$ cat src/rtl/adder_digit_serial.sv
`default_nettype none
// +-----------------------------------------------------------------------------+
// | adder_digit_serial                                                          |
// | WIDTH-bit a + b + c_in evaluated DIGIT bits per clock behind valid/ready.   |
// | Optional signed-overflow output selected by macro SIGNED_OVF_EN.            |
// | Rev 1.0                                                                     |
// +-----------------------------------------------------------------------------+
module adder_digit_serial #(
  parameter int WIDTH = 16,
  parameter int DIGIT = 4
) (
  input  logic             clk,
  input  logic             rst_n,
  input  logic             in_valid,
  output logic             in_ready,
  input  logic [WIDTH-1:0] a,
  input  logic [WIDTH-1:0] b,
  input  logic             c_in,
  output logic             out_valid,
  input  logic             out_ready,
  output logic [WIDTH-1:0] sum,
  output logic             c_out
`ifdef SIGNED_OVF_EN
  ,
  output logic             ovf
`endif
);

  localparam int N  = WIDTH / DIGIT;
  localparam int CW = (N > 1) ? $clog2(N) : 1;

  if ((WIDTH < 1) || (DIGIT < 1) || (DIGIT > WIDTH) || ((WIDTH % DIGIT) != 0)) begin : g_param_check
    $error("adder_digit_serial: WIDTH must be a positive multiple of DIGIT");
  end

  typedef enum logic [1:0] {
    IDLE = 2'd0,
    BUSY = 2'd1,
    DONE = 2'd2
  } state_t;

  state_t           state_q, state_d;
  logic [CW-1:0]    cnt_q, cnt_d;
  logic [WIDTH-1:0] a_q, a_d;
  logic [WIDTH-1:0] b_q, b_d;
  logic             carry_q, carry_d;
  logic [WIDTH-1:0] acc_q, acc_d;
  logic [WIDTH-1:0] sum_q, sum_d;
  logic             c_out_q, c_out_d;
`ifdef SIGNED_OVF_EN
  logic             ovf_q, ovf_d;
`endif

  logic [31:0]      lsb;
  logic [DIGIT-1:0] a_dig;
  logic [DIGIT-1:0] b_dig;
  logic [DIGIT:0]   dig_full;
  logic [WIDTH-1:0] acc_next;
  logic             last_digit;

  // Operands stay put; the current digit is selected by shifting right by cnt*DIGIT.
  assign lsb        = 32'(cnt_q) * 32'(DIGIT);
  assign a_dig      = DIGIT'(a_q >> lsb);
  assign b_dig      = DIGIT'(b_q >> lsb);
  assign dig_full   = {1'b0, a_dig} + {1'b0, b_dig} + {{DIGIT{1'b0}}, carry_q};
  // acc is cleared at accept, so each digit slot is written exactly once by OR.
  assign acc_next   = acc_q | (WIDTH'(dig_full[DIGIT-1:0]) << lsb);
  assign last_digit = (cnt_q == CW'(N - 1));

  always_comb begin
    state_d = state_q;
    cnt_d   = cnt_q;
    a_d     = a_q;
    b_d     = b_q;
    carry_d = carry_q;
    acc_d   = acc_q;
    sum_d   = sum_q;
    c_out_d = c_out_q;
`ifdef SIGNED_OVF_EN
    ovf_d   = ovf_q;
`endif
    case (state_q)
      IDLE: begin
        if (in_valid) begin
          a_d     = a;
          b_d     = b;
          carry_d = c_in;
          cnt_d   = '0;
          acc_d   = '0;
          state_d = BUSY;
        end
      end
      BUSY: begin
        acc_d   = acc_next;
        carry_d = dig_full[DIGIT];
        cnt_d   = cnt_q + 1'b1;
        if (last_digit) begin
          sum_d   = acc_next;
          c_out_d = dig_full[DIGIT];
`ifdef SIGNED_OVF_EN
          ovf_d   = (a_q[WIDTH-1] == b_q[WIDTH-1]) && (acc_next[WIDTH-1] != a_q[WIDTH-1]);
`endif
          state_d = DONE;
        end
      end
      DONE: begin
        if (out_ready) begin
          state_d = IDLE;
        end
      end
      default: state_d = IDLE;
    endcase
  end

  always_ff @(posedge clk or negedge rst_n) begin
    if (!rst_n) begin
      state_q <= IDLE;
      cnt_q   <= '0;
      a_q     <= '0;
      b_q     <= '0;
      carry_q <= 1'b0;
      acc_q   <= '0;
      sum_q   <= '0;
      c_out_q <= 1'b0;
`ifdef SIGNED_OVF_EN
      ovf_q   <= 1'b0;
`endif
    end else begin
      state_q <= state_d;
      cnt_q   <= cnt_d;
      a_q     <= a_d;
      b_q     <= b_d;
      carry_q <= carry_d;
      acc_q   <= acc_d;
      sum_q   <= sum_d;
      c_out_q <= c_out_d;
`ifdef SIGNED_OVF_EN
      ovf_q   <= ovf_d;
`endif
    end
  end

  assign in_ready  = (state_q == IDLE);
  assign out_valid = (state_q == DONE);
  assign sum       = sum_q;
  assign c_out     = c_out_q;
`ifdef SIGNED_OVF_EN
  assign ovf       = ovf_q;
`endif

endmodule
`default_nettype wire

$ cat config.mk
export PLATFORM = sky130hd
export DESIGN_NAME = adder_digit_serial
export DESIGN_NICKNAME = d
export VERILOG_FILES = /design/src/rtl/adder_digit_serial.sv
export SDC_FILE = /design/constraint.sdc
export NUM_CORES = 1
export LEC_CHECK = 0
export CORE_MARGIN = 2
export CORE_UTILIZATION = 45
export CTS_CLUSTER_DIAMETER = 200
export DETAILED_ROUTE_END_ITERATION = 7
export DONT_BUFFER_PORTS = 1
export GPL_TIMING_DRIVEN = 0
export SLEW_MARGIN = 20
export SYNTH_ARGS = -nofsm -noshare
export SYNTH_HDL_FRONTEND = slang
export SYNTH_SLANG_ARGS = --single-unit
$ cat constraint.sdc
create_clock -name clk -period 7.85 [get_ports clk]
set_clock_uncertainty 0.1 [all_clocks]
set_input_delay 1.57 -clock clk [delete_from_list [all_inputs] [get_ports clk]]
set_output_delay 1.57 -clock clk [all_outputs]
set_load 0.005 [all_outputs]
Word level (Yosys, flattened, before mapping)
Index checks and enable logic that the tools add are counted.

word-level totals
  flip-flop bits (word level) = 70
  input bits = 37
  output and inout bits = 19
  word-level logic and storage cells = 37

cells by class
  add/subtract/negate cells = 3
  eq/ne operators = 6
  shifts and indexed selects = 3
  mux-type cells = 10
  bitwise logic cells = 1
  reduce and logical (&&, ||, !) cells = 6

operators with widths
  kind                 number
  $pmux 16 s2          1
  $shr 16x4->4         2
  $mux 16              1
  $or 16x16->16        1
  $shl 4x4->16         1
  $mux 2               4
  $pmux 2 s3           1
  $reduce_and 2->1     3
  $add 4x4->5          1
  $add 5x1->5          1
  $eq 2x2->1 const B   2
  $ne 2x2->1 const B   2
  $pmux 2 s2           1
  $reduce_and 3->1     1
  $add 2x1->2 const B  1
  $eq 2x1->1 const B   1
  $logic_not 2->1      1
  $ne 2x1->1 const B   1
  $pmux 1 s2           1
  $reduce_bool 2->1    1
  $mux 1               1

Longest topological paths before layout
Gate-level depths: netlist of the first run.

  word-level depth = 6
  gate-level depth with buffers = 8
  mapped depth without buffers = 6

Worst setup path after synthesis of the first run
OpenSTA, ideal clock, no wires.

  path type = flip-flop to flip-flop
  start point = register cnt_q[0]
  end point = register sum_q[2], in the netlist sum[2]
  arrival = 2.679 ns
  data required time = 7.667 ns
  slack = 4.988 ns
  stages on the path, launching flop included = 9
  path buffers = 2
  path through = dfrtp_1 -> buf_6 -> buf_2 -> mux4_2 -> fa_1 -> fa_1 -> xor2_1 -> a21oi_1 -> o21ai_0

on the way
  cells in the longest elaborated chain, start to end = 5

ends and longest elaborated chain
  element                          line    source
  start: declaration               43      logic [CW-1:0] cnt_q, cnt_d;
  start signal: assignment         130     cnt_q <= cnt_d;
  $shr 16x4->4 (on tied branches)  63, 64
  $add 4x4->5                      65      assign dig_full = {1'b0, a_dig} + {1'b0, b_dig} + {{DIGIT{1'b0}}, carry_q};
  $add 5x1->5                      65
  $shl 4x4->16                     67      assign acc_next = acc_q | (WIDTH'(dig_full[DIGIT-1:0]) << lsb);
  $or 16x16->16                    67
  end signal: assignment           135     sum_q <= sum_d;
  end: declaration                 48      logic [WIDTH-1:0] sum_q, sum_d;

Parallel ways exist; a longest one is shown, timed or not.
A chain may end at the register's enable or synchronous reset.

Worst setup path in the final report of the first run
  start point = register cnt_q[0]
  end point = register sum_q[10], in the netlist sum[10]

The elaborated chain is that of the path after synthesis.

==> results of run 1 <==
placed cells by master, fill, tap and decap left out, types with 2 or more instances in the layout:
cell	n
sky130_fd_sc_hd__a22o_1	12
sky130_fd_sc_hd__clkbuf_8	10
sky130_fd_sc_hd__mux2_2	30
sky130_fd_sc_hd__bufinv_16	3
sky130_fd_sc_hd__mux2i_1	5
sky130_fd_sc_hd__mux2_1	2
sky130_fd_sc_hd__nand3b_1	2
sky130_fd_sc_hd__clkbuf_1	3
sky130_fd_sc_hd__or4_1	4
sky130_fd_sc_hd__dfrtp_1	70
sky130_fd_sc_hd__a32o_1	4
sky130_fd_sc_hd__a21oi_1	13
sky130_fd_sc_hd__a21o_1	2
sky130_fd_sc_hd__buf_4	3
sky130_fd_sc_hd__inv_1	4
sky130_fd_sc_hd__clkinv_2	2
sky130_fd_sc_hd__nand3_1	5
sky130_fd_sc_hd__fa_1	2
sky130_fd_sc_hd__o21ai_0	17
sky130_fd_sc_hd__buf_2	8
sky130_fd_sc_hd__nor2b_1	5
sky130_fd_sc_hd__nand2b_1	2
sky130_fd_sc_hd__nand2_1	18
sky130_fd_sc_hd__nor2_1	3
sky130_fd_sc_hd__mux4_2	8
sky130_fd_sc_hd__ha_1	4
sky130_fd_sc_hd__o2111ai_1	4
flip-flops by register name, indices dropped and copies added, names as in the netlist:
| register | count |
|---|---|
| a_q | 16 |
| cnt_q | 2 |
| state_q | 2 |
| c_out | 1 |
| carry_q | 1 |
| acc_q | 16 |
| sum | 16 |
| b_q | 16 |
layer usage:
metal | GRT usage (%) | vias to the layer above | share of wire [%]
met5 | 0 | - | 0
met2 | 27.7 | 57 | 47
met4 | 6.06 | 0 | 1.1
li1 | - | 917 | -
met1 | 24.3 | 989 | 44
met3 | 6.31 | 8 | 7.9
stage by stage:
step           instances  hold WS, ns
2_1_floorplan        242        0.352
3_3_place_gp         338        0.374
3_5_place_dp         338        0.380
4_1_cts              354        0.397
5_1_grt              354        0.406
6_report             354        0.392
power groups by stage:
stage                     Clock, mW  Combinational (mW)  Sequential (mW)
after detailed placement          0               0.937            0.646
after CTS                     0.362               0.950            0.639
final                         0.352               0.924            0.635
after floorplan                   0               0.725            0.613
after global routing          0.377                1.04            0.663
after global placement            0               0.928            0.639
worst max path at each step:
stage	startpoint	endpoint	slack (ns)
after detailed placement	cnt_q[0]	sum[10]	4.44
after floorplan	cnt_q[0]	sum[2]	4.99
after global placement	cnt_q[0]	sum[10]	4.47
after global routing	cnt_q[0]	sum[14]	4.24
after CTS	cnt_q[0]	sum[10]	4.42
final	cnt_q[0]	sum[10]	4.50
final cells by class:
type | count | area (sq um) | share of cell area, %
sequential | 70 | 1750 | 49.4
multi-input combinational | 153 | 1330 | 37.5
clock buffer | 10 | 138 | 3.88
tap | 96 | 120 | 3.39
clock inverter | 6 | 109 | 3.07
buffer | 15 | 85.1 | 2.40
inverter | 4 | 15.0 | 0.423
cell families (layout without fill, tap and decap cells):
| group | count (synthesis) | in the layout | synth area share [%] |
|---|---|---|---|
| buf+inv | 19 | 35 | 3.15 |
| mux | 45 | 45 | 18.6 |
| xor+xnor | 1 | 1 | 0.275 |
| fa+ha+maj | 6 | 6 | 2.83 |
| simple gates | 47 | 47 | 8.73 |
| flops | 70 | 70 | 55.1 |
| compound gates | 54 | 54 | 11.4 |
==> flow_results.org, run 1 <==
** Logic synthesis
- Most used flip-flop cell after synthesis :: sky130_fd_sc_hd__dfrtp_1
- In this run, synthesis produced a sequential element count of 70.
- The Yosys step of the flow raised 0 warnings.
- After synthesis the cells add up to between 3000 and 4000 sq um.
- Among all cell types in the netlist, the one instantiated most often is sky130_fd_sc_hd__dfrtp_1.
- Unique cell type count in the Yosys netlist :: 36
- The share of the Yosys chip area taken by registers is 55.1%.
- The biggest area contributor in the post-synthesis netlist is sky130_fd_sc_hd__dfrtp_1.
- The synthesized design contains 0 enable-type register cells.
- Area share of the largest cell type after synthesis :: 55.1%
- Ranked by total cell area, the synthesized netlist is headed by sky130_fd_sc_hd__dfrtp_1 55%, sky130_fd_sc_hd__mux2_2 11%, sky130_fd_sc_hd__mux4_2 5.7%.
- Asr flop ratio synth :: 100%
- Number of instances in the synthesized netlist :: 242
- Synthesis produced a netlist with a net count of 285.
- Commonest cells in the synthesized netlist :: 70 x sky130_fd_sc_hd__dfrtp_1, 30 x sky130_fd_sc_hd__mux2_2, 18 x sky130_fd_sc_hd__nand2_1
- The average instance in the mapped netlist occupies 13.1 sq um.

** Pwr
- In this run the power spent charging and discharging nets is 0.752 mW.
- Clk pwr share :: 18.4%
- Power density over cell area :: 539 nW/um^2
- Switching Share :: 39.3%
- Static leakage :: 1.56 nW
- Pint :: 1.16 mW
- Across the VDD grid, the largest voltage drop is 0.312 mV.
- The design draws 1.91 mW.
- Proportion of power drawn by flip-flops and latches :: 33.2%
- Combinational logic is responsible for roughly half of the overall power.

** GRT
- The first global-routing pass estimated 10.4 mm of wire.
- The via count of the first global-routing pass is 2071.
- The total overflow left after global routing is 0.
- In the global route stage, overall resource usage came out at 18.1%.
- Number of antenna violations at the first check in global routing :: 0
- Entering global routing, the biggest net connects 71 pins.

** Drt
- Dividing the detail-routed via count by the number of cells gives 5.57.
- Initial drt markers :: 86
- Dividing the detail-routed wire length by the instance count gives roughly 18 um.
- Final antenna-violating net count :: 0
- The first detailed-routing pass took 4 iterations.
- Across all layers, the routed design uses 1971 vias.
- Residual DRC :: 0
- After detailed routing, the total wire length is a little over 6 mm.

** Timing
- Final count of hold timing violations :: 0
- Achievable clock frequency :: 0.298 GHz
- For the pin with the worst max-slew slack, the measured transition is ~0.73 ns.
- The worst path needs between 3 and 4 ns of the cycle, external delays included.
- Of the available clock period, the critical path in the final layout requires 42.7%.
- Number of endpoints failing setup at the final stage :: 0
- Post-route setup slack :: around 4.5 ns
- Adding up every negative setup slack in the final design gives 0 ns.
- RSZ-0062 raised after global routing :: false
- In this run the tightest slew margin relative to its limit is 50.9%.
- The final max-slew violation count came to 0.

** Placed design
- Routability-driven placement finished with a final weighted congestion of 0.808.
- Detailed placement finished with a half-perimeter wire length of 4.32 mm.
- The placed instances occupy a cell area of 3300 sq um.
- Buffers placed on the I/O ports in this run total 0.
- OpenSTA, run right after detailed placement, puts the worst setup slack at 4.44 ns.

** Clock tree
- Counting along the longest clock path gives a buffer depth of 2.
- The number of hold buffers added after CTS was 0.
- Number of buffers added by the clock tree synthesis step :: 9
- Clock tree synthesis found a total of 70 sinks.
- At the later pin of the worst-skew pair, clock insertion delay measures 0.34 ns.
- TritonCTS built the clock tree.
- Library cell used as clock root buffer :: sky130_fd_sc_hd__clkbuf_8
- Clk slew on worst S/H paths :: 0.07 ns
- H-tree Lvls :: 3
- Post-cts gate resize count :: 0
- Number of buffers added for setup after CTS :: 0

** Min path
- The worst hold path begins at a_q[10].
- Worst hold-check path type :: flip-flop to flip-flop
- Number of stages on the worst hold path :: 1
- End point of the worst hold path :: a_q[10]

** Critical path
- Type of origin of the critical path :: flip-flop
- The largest individual stage delay along the critical path comes from the cell sky130_fd_sc_hd__xor2_1.
- The startpoint identified for the worst register-to-register timing path is cnt_q[0].
- STA classifies the critical path endpoint as a flip-flop.
- Crit path arrival time :: 3.51 ns
- Length in cells of the worst reg-to-reg path :: 8
- The critical path crosses 8 cells after its start point.
- Along the worst path, the maximum fanout reaches 10.
- The cell family contributing the most delay on the critical path is adder cells.
- Register-to-register setup slack :: 4.50 ns
- Class of the most critical setup path :: flip-flop to flip-flop
- Counting both buffers and inverters, the worst setup path holds a total of 2.
- Required time of the critical path :: 8.01 ns
- The endpoint identified for the worst register-to-register timing path is sum[10].
- Largest stage delay on the critical path :: 0.60 ns
- Most common cell type on the critical path :: sky130_fd_sc_hd__fa_1
- Series of cell instances along the critical path :: buf_6 > buf_2 > mux4_2 > fa_1 > fa_1 > xor2_1 > a21oi_1 > o21ai_0

** Run
- The tool flagged a number of max-cap violations equal to 0.

** Layout
- Net count reported at finish :: 296
- Fill count :: roughly 640
- Share of cells above drive strength 1 :: 26.7%
- With fillers left out, the area of the finished cells amounts to 3550 sq um.
- From synthesis to final layout, the design area changed by 11.5%.
- The number of antenna diodes in the final layout is 0.
- Cells fill 51.9% of the core in the end.

** Floorplan
- The floorplan step set the die height to 88.1 um.
- Starting Density :: 46.6%
- In this run the standard cell core region covers between 6000 and 7000 sq um.
- Die Span X :: 88.1 um
- Pin placement for this block handled 56 I/O pins.
- The initialized floorplan defines 30 standard-cell rows.
- Floorplan die area :: roughly 7800 sq um

** Status
- Result of the run :: complete, no violations
Note: power is estimated with default switching activity, not from simulation.
==> inputs of run 2 (changes only) <==
==> constraint.sdc (replaced) <==
create_clock -name clk -period 3.4 [get_ports clk]
set_clock_uncertainty 0.1 [all_clocks]
set_input_delay 0.68 -clock clk [delete_from_list [all_inputs] [get_ports clk]]
set_output_delay 0.68 -clock clk [all_outputs]
set_load 0.005 [all_outputs]
==> flow_results.org, run 2 (synthesis results as in run 1) <==
** Status
- The run finished with clean final reports.

** Min path
- The path class of the tightest hold or removal check is input pin to async pin.

** Floorplan
- The total die area came to 7760 sq um (unchanged).
- Die Height :: 88.1 um (unchanged)
- Core area :: 6830 sq um (unchanged)
- The number of rows created at floorplan was 30 (unchanged).
- The die width came to 88.1 um (unchanged).
- Starting Density :: 46.6% (unchanged)
- The top-level I/O count is 56 (unchanged).

** Critical path
- The largest driver fanout on the critical path is 10 (unchanged).
- Critical path startpoint :: cnt_q[0]
- STA classifies the critical path startpoint as a flip-flop.
- Launch instance of the worst register-to-register path :: cnt_q[0]
- The total buffers and inverters traversed by the critical path is 2 (unchanged).
- The critical path goes through buf_6 > buf_2 > mux4_2 > fa_1 > fa_1 > xor2_2 > a21oi_1 > o21ai_0.
- Family with the most delay on the worst path :: adder cells
- Largest stage delay on the critical path :: 0.57 ns (-0.03 ns)
- Most common cell type on the critical path :: sky130_fd_sc_hd__fa_1
- Crit path arrival time :: 3.32 ns (-0.19 ns)
- Required time of the critical path :: 3.56 ns (-4.45 ns)
- The critical path in this run is classified as flip-flop to flip-flop.
- STA classifies the critical path endpoint as a flip-flop.
- Cell with the biggest individual delay on the critical path :: sky130_fd_sc_hd__mux4_2

** Pwr
- The leakage power was 1.58 nW (+0.89%).
- Power density over cell area :: 1250 nW/um^2 (+130%)
- The largest voltage drop on the vdd net came to 0.660 mV (+110%).
- The total power of the final layout is 4.49 mW (+130%).

** GRT
- The first-pass GRT wire length was 10.5 mm (+0.66%).
- The initial antenna violation count is 0 (unchanged).
- Maximum number of pins on one net before global-route repair :: 71 (unchanged)
- Total global routing overflow :: 0 (unchanged)
- Number of global-route vias before repair :: 2092 (+1.0%)
- Total global routing track utilization :: 18.2% (+0.14 points)

** Timing
- The max-slew headroom at the worst pin came to 63.4% (+13 points).
- The final period utilization is 93.1% (+50 points).
- Post-layout minimum cycle time :: 3.17 ns (-0.187 ns)
- Worst Max-Slew Pin Slew :: 0.543 ns (-0.191 ns)
- Setup repair after global routing left no endpoint under its margin.
- The final hold slack is 0.111 ns (-0.282 ns).
- The maximum achievable frequency was 0.316 GHz (+5.9%).
- The setup slack of the critical path after layout was 0.234 ns (-4.26 ns).
- Fin. max-slew vios :: 0 (unchanged)
- The number of setup violations in the final report was 0 (unchanged).
- The count of final hold-check violations is 0 (unchanged).

** Clock tree
- The CTS buffer count is 9 (unchanged).
- TritonCTS built the clock tree.
- Library cell used as clock root buffer :: sky130_fd_sc_hd__clkbuf_8
- The maximum level of the CTS H-tree came to 3 (unchanged).
- The number of buffers between clock root and the deepest sink is 2 (unchanged).
- Clock sink count :: 70 (unchanged)
- The clock insertion delay at the later pin of the skew report is 0.34 ns (about the same).
- Clk slew on worst S/H paths :: 0.07 ns (about the same)

** Drt
- Vias :: 1969 (-0.10%)
- The routed wire length per instance came to 17.8 um (+1.0%).
- The number of search-and-repair iterations in the first detailed-routing pass is 4 (unchanged).
- Initial drt markers :: 126 (+47%)
- Final antenna-violating net count :: 0 (unchanged)
- The total routed wirelength came to 6.32 mm (+1.3%).
- Vias per std cell :: 5.55 (-0.38%)
- The DRC violation count after routing was 0 (unchanged).

** Layout
- Antenna cells :: 0 (unchanged)
- Net count reported at finish :: 297 (+0.34%)
- Share of cells above drive strength 1 :: 27.4% (+0.67 points)
- Cell area after layout :: 3580 sq um (+0.99%)
- In the layout the commonest cells are 70 x sky130_fd_sc_hd__dfrtp_1, 30 x sky130_fd_sc_hd__mux2_2, 18 x sky130_fd_sc_hd__nand2_1.
- Leaving out fill and tap cells, the most frequent cell in the layout is sky130_fd_sc_hd__dfrtp_1.
- Layout Area Growth over Synthesis :: 12.6%
- Post-layout util :: 52.4% (+0.51 points)

** Placed design
- Detailed-placement wirelength estimate :: 4.32 mm (unchanged)
- The number of buffers inserted by port buffering came to 0 (unchanged).
- The placement-stage cell area is 3300 sq um (unchanged).
- Post-Place Worst Slack :: -0.00592 ns (-4.45 ns)
- The routability congestion estimate from global placement came to 0.808 (unchanged).

** Run
- The max-capacitance violation count came to 0 (unchanged).
run 2: cell count changes in the layout (fill, tap and decap cells not counted), sizes merged:
cell | previous run | this run
buf | 12 | 13
run 2: timing repair:
item,in CTS,in global routing
buffers inserted,0,0
endpoints found under the hold margin,70,0
endpoints found under the setup margin,4,0
hold buffers,1,0
resized for setup,1,0
run 2: metal layers:
metal | vias to the layer above | global-route usage [%] | routed length (um)
li1 | 918 | - | -
met3 | 4 | 6.31 | 410
met4 | 0 | 6.06 | 41
met1 | 994 | 24.2 | 2880
met5 | - | 0 | 0
met2 | 53 | 28.2 | 2990
run 2: per-stage QoR:
step,setup TNS (ns),std cells
2_1_floorplan,0,242
3_3_place_gp,0,338
3_5_place_dp,-0.00963,338
4_1_cts,0,355
5_1_grt,0,355
6_report,0,355
run 2: path summary, 6_finish.rpt:
path,slack [ns],cells past startpoint,endpoint
worst max-delay path,0.23,8,sum[10]
min in group clk,0.35,1,state_q[1]
worst max register to register,0.23,8,sum[10]
max in group asynchronous,2.79,1,cnt_q[0]
worst min register to register,0.39,1,a_q[10]
worst min-delay path,0.11,1,acc_q[0]
run 2: layout make-up:
| class | count | area [sq um] |
|---|---|---|
| clock buffers | 10 | 138 |
| inverters | 4 | 15.0 |
| clock inverters | 6 | 109 |
| well taps | 96 | 120 |
| fillers | 633 | 3250 |
| repair buffers | 1 | 27.5 |
| flip-flops and latches | 70 | 1750 |
| multi-input cells | 153 | 1340 |
| plain buffers | 15 | 85.1 |
run 2: power breakdown:
part	leakage (nW)	internal, mW	switching (mW)
registers	0.856	1.24	0.225
logic	0.594	0.953	1.25
clock network	0.126	0.506	0.307
run 2: worst register-to-register path: stages (launching register included):
cell and delay, ns:
sky130_fd_sc_hd__dfrtp_1 0.37, sky130_fd_sc_hd__buf_6 0.15, sky130_fd_sc_hd__buf_2 0.29, sky130_fd_sc_hd__mux4_2 0.57
sky130_fd_sc_hd__fa_1 0.45, sky130_fd_sc_hd__fa_1 0.44, sky130_fd_sc_hd__xor2_2 0.41, sky130_fd_sc_hd__a21oi_1 0.12
sky130_fd_sc_hd__o21ai_0 0.18
==> inputs of run 3 (changes only) <==
--- a/config.mk
+++ b/config.mk
@@ -11,6 +11,8 @@
 export DETAILED_ROUTE_END_ITERATION = 7
 export DONT_BUFFER_PORTS = 1
 export GPL_TIMING_DRIVEN = 0
+export HOLD_SLACK_MARGIN = 0.06
+export PLACE_DENSITY = 0.67
 export SLEW_MARGIN = 20
 export SYNTH_ARGS = -nofsm -noshare
 export SYNTH_HDL_FRONTEND = slang
==> flow_results.org, run 3 (synthesis results as in run 1) <==
** Critical path
- The total buffers and inverters traversed by the critical path came to 2 (unchanged).
- Class of the most critical setup path :: flip-flop to flip-flop
- The kind of cell with the highest combined delay along the critical path is adder cells.
- The biggest cell delay along the critical path is 0.57 ns (about the same).
- The largest driver fanout on the critical path was 10 (unchanged).
- In this design, the critical path's most frequently occurring cell is sky130_fd_sc_hd__fa_1.
- Among all stages on the critical path, the largest delay is contributed by sky130_fd_sc_hd__mux4_2.
- The arrival time reported for the critical path endpoint was 3.26 ns (-0.06 ns).
- The critical path goes through buf_6 > buf_2 > mux4_2 > fa_1 > fa_1 > a21o_1 > a21oi_1 > o221ai_1.
- Type of origin of the critical path :: flip-flop
- Required time of the critical path :: 3.52 ns (-0.04 ns)
- STA classifies the critical path endpoint as a flip-flop.

** Floorplan
- Floorplan die area :: 7760 sq um (unchanged)
- The area inside the core boundary is 6830 sq um (unchanged).
- Die Height :: 88.1 um (unchanged)
- Std-Cell Rows :: 30 (unchanged)
- The top-level I/O count is 56 (unchanged).
- The die width was 88.1 um (unchanged).
- The starting utilization of the core area came to 46.6% (unchanged).

** GRT
- The via count of the first global-routing pass was 2053 (-1.9%).
- The global-route usage over all layers was 18.2% (-0.056 points).
- The initial antenna violation count was 0 (unchanged).
- The pin count of the biggest net entering global routing came to 71 (unchanged).
- Total global routing overflow :: 0 (unchanged)
- The first-pass GRT wire length is 10.5 mm (-0.26%).

** Timing
- Total negative slack :: 0 ns (unchanged)
- Number of endpoints failing setup at the final stage :: 0 (unchanged)
- Post-route setup slack :: 0.252 ns (+0.0181 ns)
- Final period util :: 92.6% (-0.53 points)
- Post-layout minimum cycle time :: 3.15 ns (-0.0181 ns)
- The final max-slew violation count is 0 (unchanged).
- The slew at the pin closest to its max-slew limit is 0.489 ns (-0.0545 ns).
- Setup repair after global routing left no endpoint under its margin.
- Slew headroom :: 67.1% (+3.7 points)
- Final count of hold timing violations :: 0 (unchanged)
- Achievable clock frequency :: 0.318 GHz (+0.57%)

** Layout
- Most used cells in the layout excluding fill and tap cells :: 70 x sky130_fd_sc_hd__dfrtp_1, 30 x sky130_fd_sc_hd__mux2_2, 18 x sky130_fd_sc_hd__nand2_1
- Most frequent standard cell in the layout excluding fill and tap cells :: sky130_fd_sc_hd__dfrtp_1
- Antenna cells :: 0 (unchanged)
- The core utilization of the finished layout is 52.2% (-0.20 points).
- Share of cells above drive strength 1 :: 27.4% (unchanged)
- Fill count :: 597 (-5.7%)
- Layout Area Growth over Synthesis :: 12.2%
- Cell area after layout :: 3570 sq um (-0.38%)
- The number of nets at the end of the flow was 297 (unchanged).

** Clock tree
- The number of sinks on the clock net was 70 (unchanged).
- Insertion delay of the later-clocked pin in the worst-skew pair :: 0.35 ns (about the same)
- The clock transition time at the flip-flop clock pins of the worst setup and hold paths was 0.08 ns (about the same).
- Number of buffers on the longest clock path :: 2 (unchanged)
- Number of buffers added by the clock tree synthesis step :: 9 (unchanged)
- H-tree Lvls :: 3 (unchanged)
- CTS tree :: done
- Library cell used as clock root buffer :: sky130_fd_sc_hd__clkbuf_8

** Placed design
- Gpl congestion :: 0.782 (-3.2%)
- Cell Area, Placed :: 3300 sq um (unchanged)
- Detailed-placement wirelength estimate :: 4.36 mm (+0.85%)
- The number of buffers inserted by port buffering is 0 (unchanged).
- Post-Place Worst Slack :: 0.0300 ns (+0.0359 ns)

** Status
- The flow ran to the end, and the final reports show no timing, DRC or antenna violations.

** Drt
- The DRC violation count after routing came to 0 (unchanged).
- The vias per cell is 5.51 (-0.61%).
- WL final :: 6.28 mm (-0.63%)
- Vias :: 1957 (-0.61%)
- Initial DRT Pass Iterations :: 4 (unchanged)
- The routed wire length per instance was 17.7 um (-0.63%).
- Initial drt markers :: 80 (-37%)
- The remaining antenna violation count came to 0 (unchanged).

** Pwr
- The leakage power is 1.56 nW (-0.68%).
- VDD IR max :: 0.743 mV (+13%)
- The total power divided by cell area came to 1250 nW/um^2 (-0.35%).

** Min path
- The tightest min-delay check is of the input pin to async pin type.

** Run
- Max capacitance violation total :: 0 (unchanged)
==> run 3: cell count changes in the layout (fill, tap and decap cells not counted), sizes merged <==
cell      before  now
bufinv         3    2
clkbuf        13   14
clkinv         3    2
clkinvlp       0    1
==> run 3: power by group <==
group | internal [mW] | switching, mW | leakage (nW)
Combinational | 0.957 | 1.25 | 0.594
Clock | 0.453 | 0.322 | 0.116
Sequential | 1.24 | 0.230 | 0.856
Total | 2.65 | 1.80 | 1.56
==> run 3: worst paths after layout <==
path | from | end | slack, ns | cells after the start
max in group asynchronous | rst_n | state_q[0] | 2.81 | 1
min reg2reg | acc_q[3] | acc_q[3] | 0.39 | 1
min | rst_n | sum[7] | 0.1 | 1
min in group clk | out_ready | state_q[1] | 0.33 | 1
max | cnt_q[0] | carry_q | 0.25 | 8
max reg2reg | cnt_q[0] | carry_q | 0.25 | 8
==> run 3: per-layer routing <==
layer,global-route usage (%),part of all wire [%],vias up
li1,-,-,922
met1,23.6,44,961
met2,28.0,48,65
met3,6.69,6.9,9
met4,7.02,1.3,0
met5,0,0,-
==> run 3: area by class of cell <==
cell class / instances / area, sq um / share of cell area, %
plain buffers: 15 / 85.1 / 2.38
clock buffers: 11 / 151 / 4.24
clock inverters: 5 / 81.3 / 2.28
inverters: 4 / 15.0 / 0.421
multi-input cells: 153 / 1340 / 37.4
flip-flops and latches: 70 / 1750 / 49.1
well taps: 96 / 120 / 3.37
repair buffers: 1 / 27.5 / 0.771
==> run 3: what timing repair did <==
item / in CTS / in global routing
endpoints found under the setup margin: 0 / 8
resized for setup: 0 / 1
setup buffers: 0 / 0
hold buffers: 1 / 0
endpoints found under the hold margin: 70 / 0
==> run 3: stage by stage <==
step / cells / total power, mW / hold slack [ns]
3_3_place_gp: 338 / 3.59 / 0.287
2_1_floorplan: 242 / 3.09 / 0.284
4_1_cts: 355 / 4.45 / 0.115
3_5_place_dp: 338 / 3.65 / 0.287
6_report: 355 / 4.45 / 0.0958
5_1_grt: 355 / 4.80 / 0.113
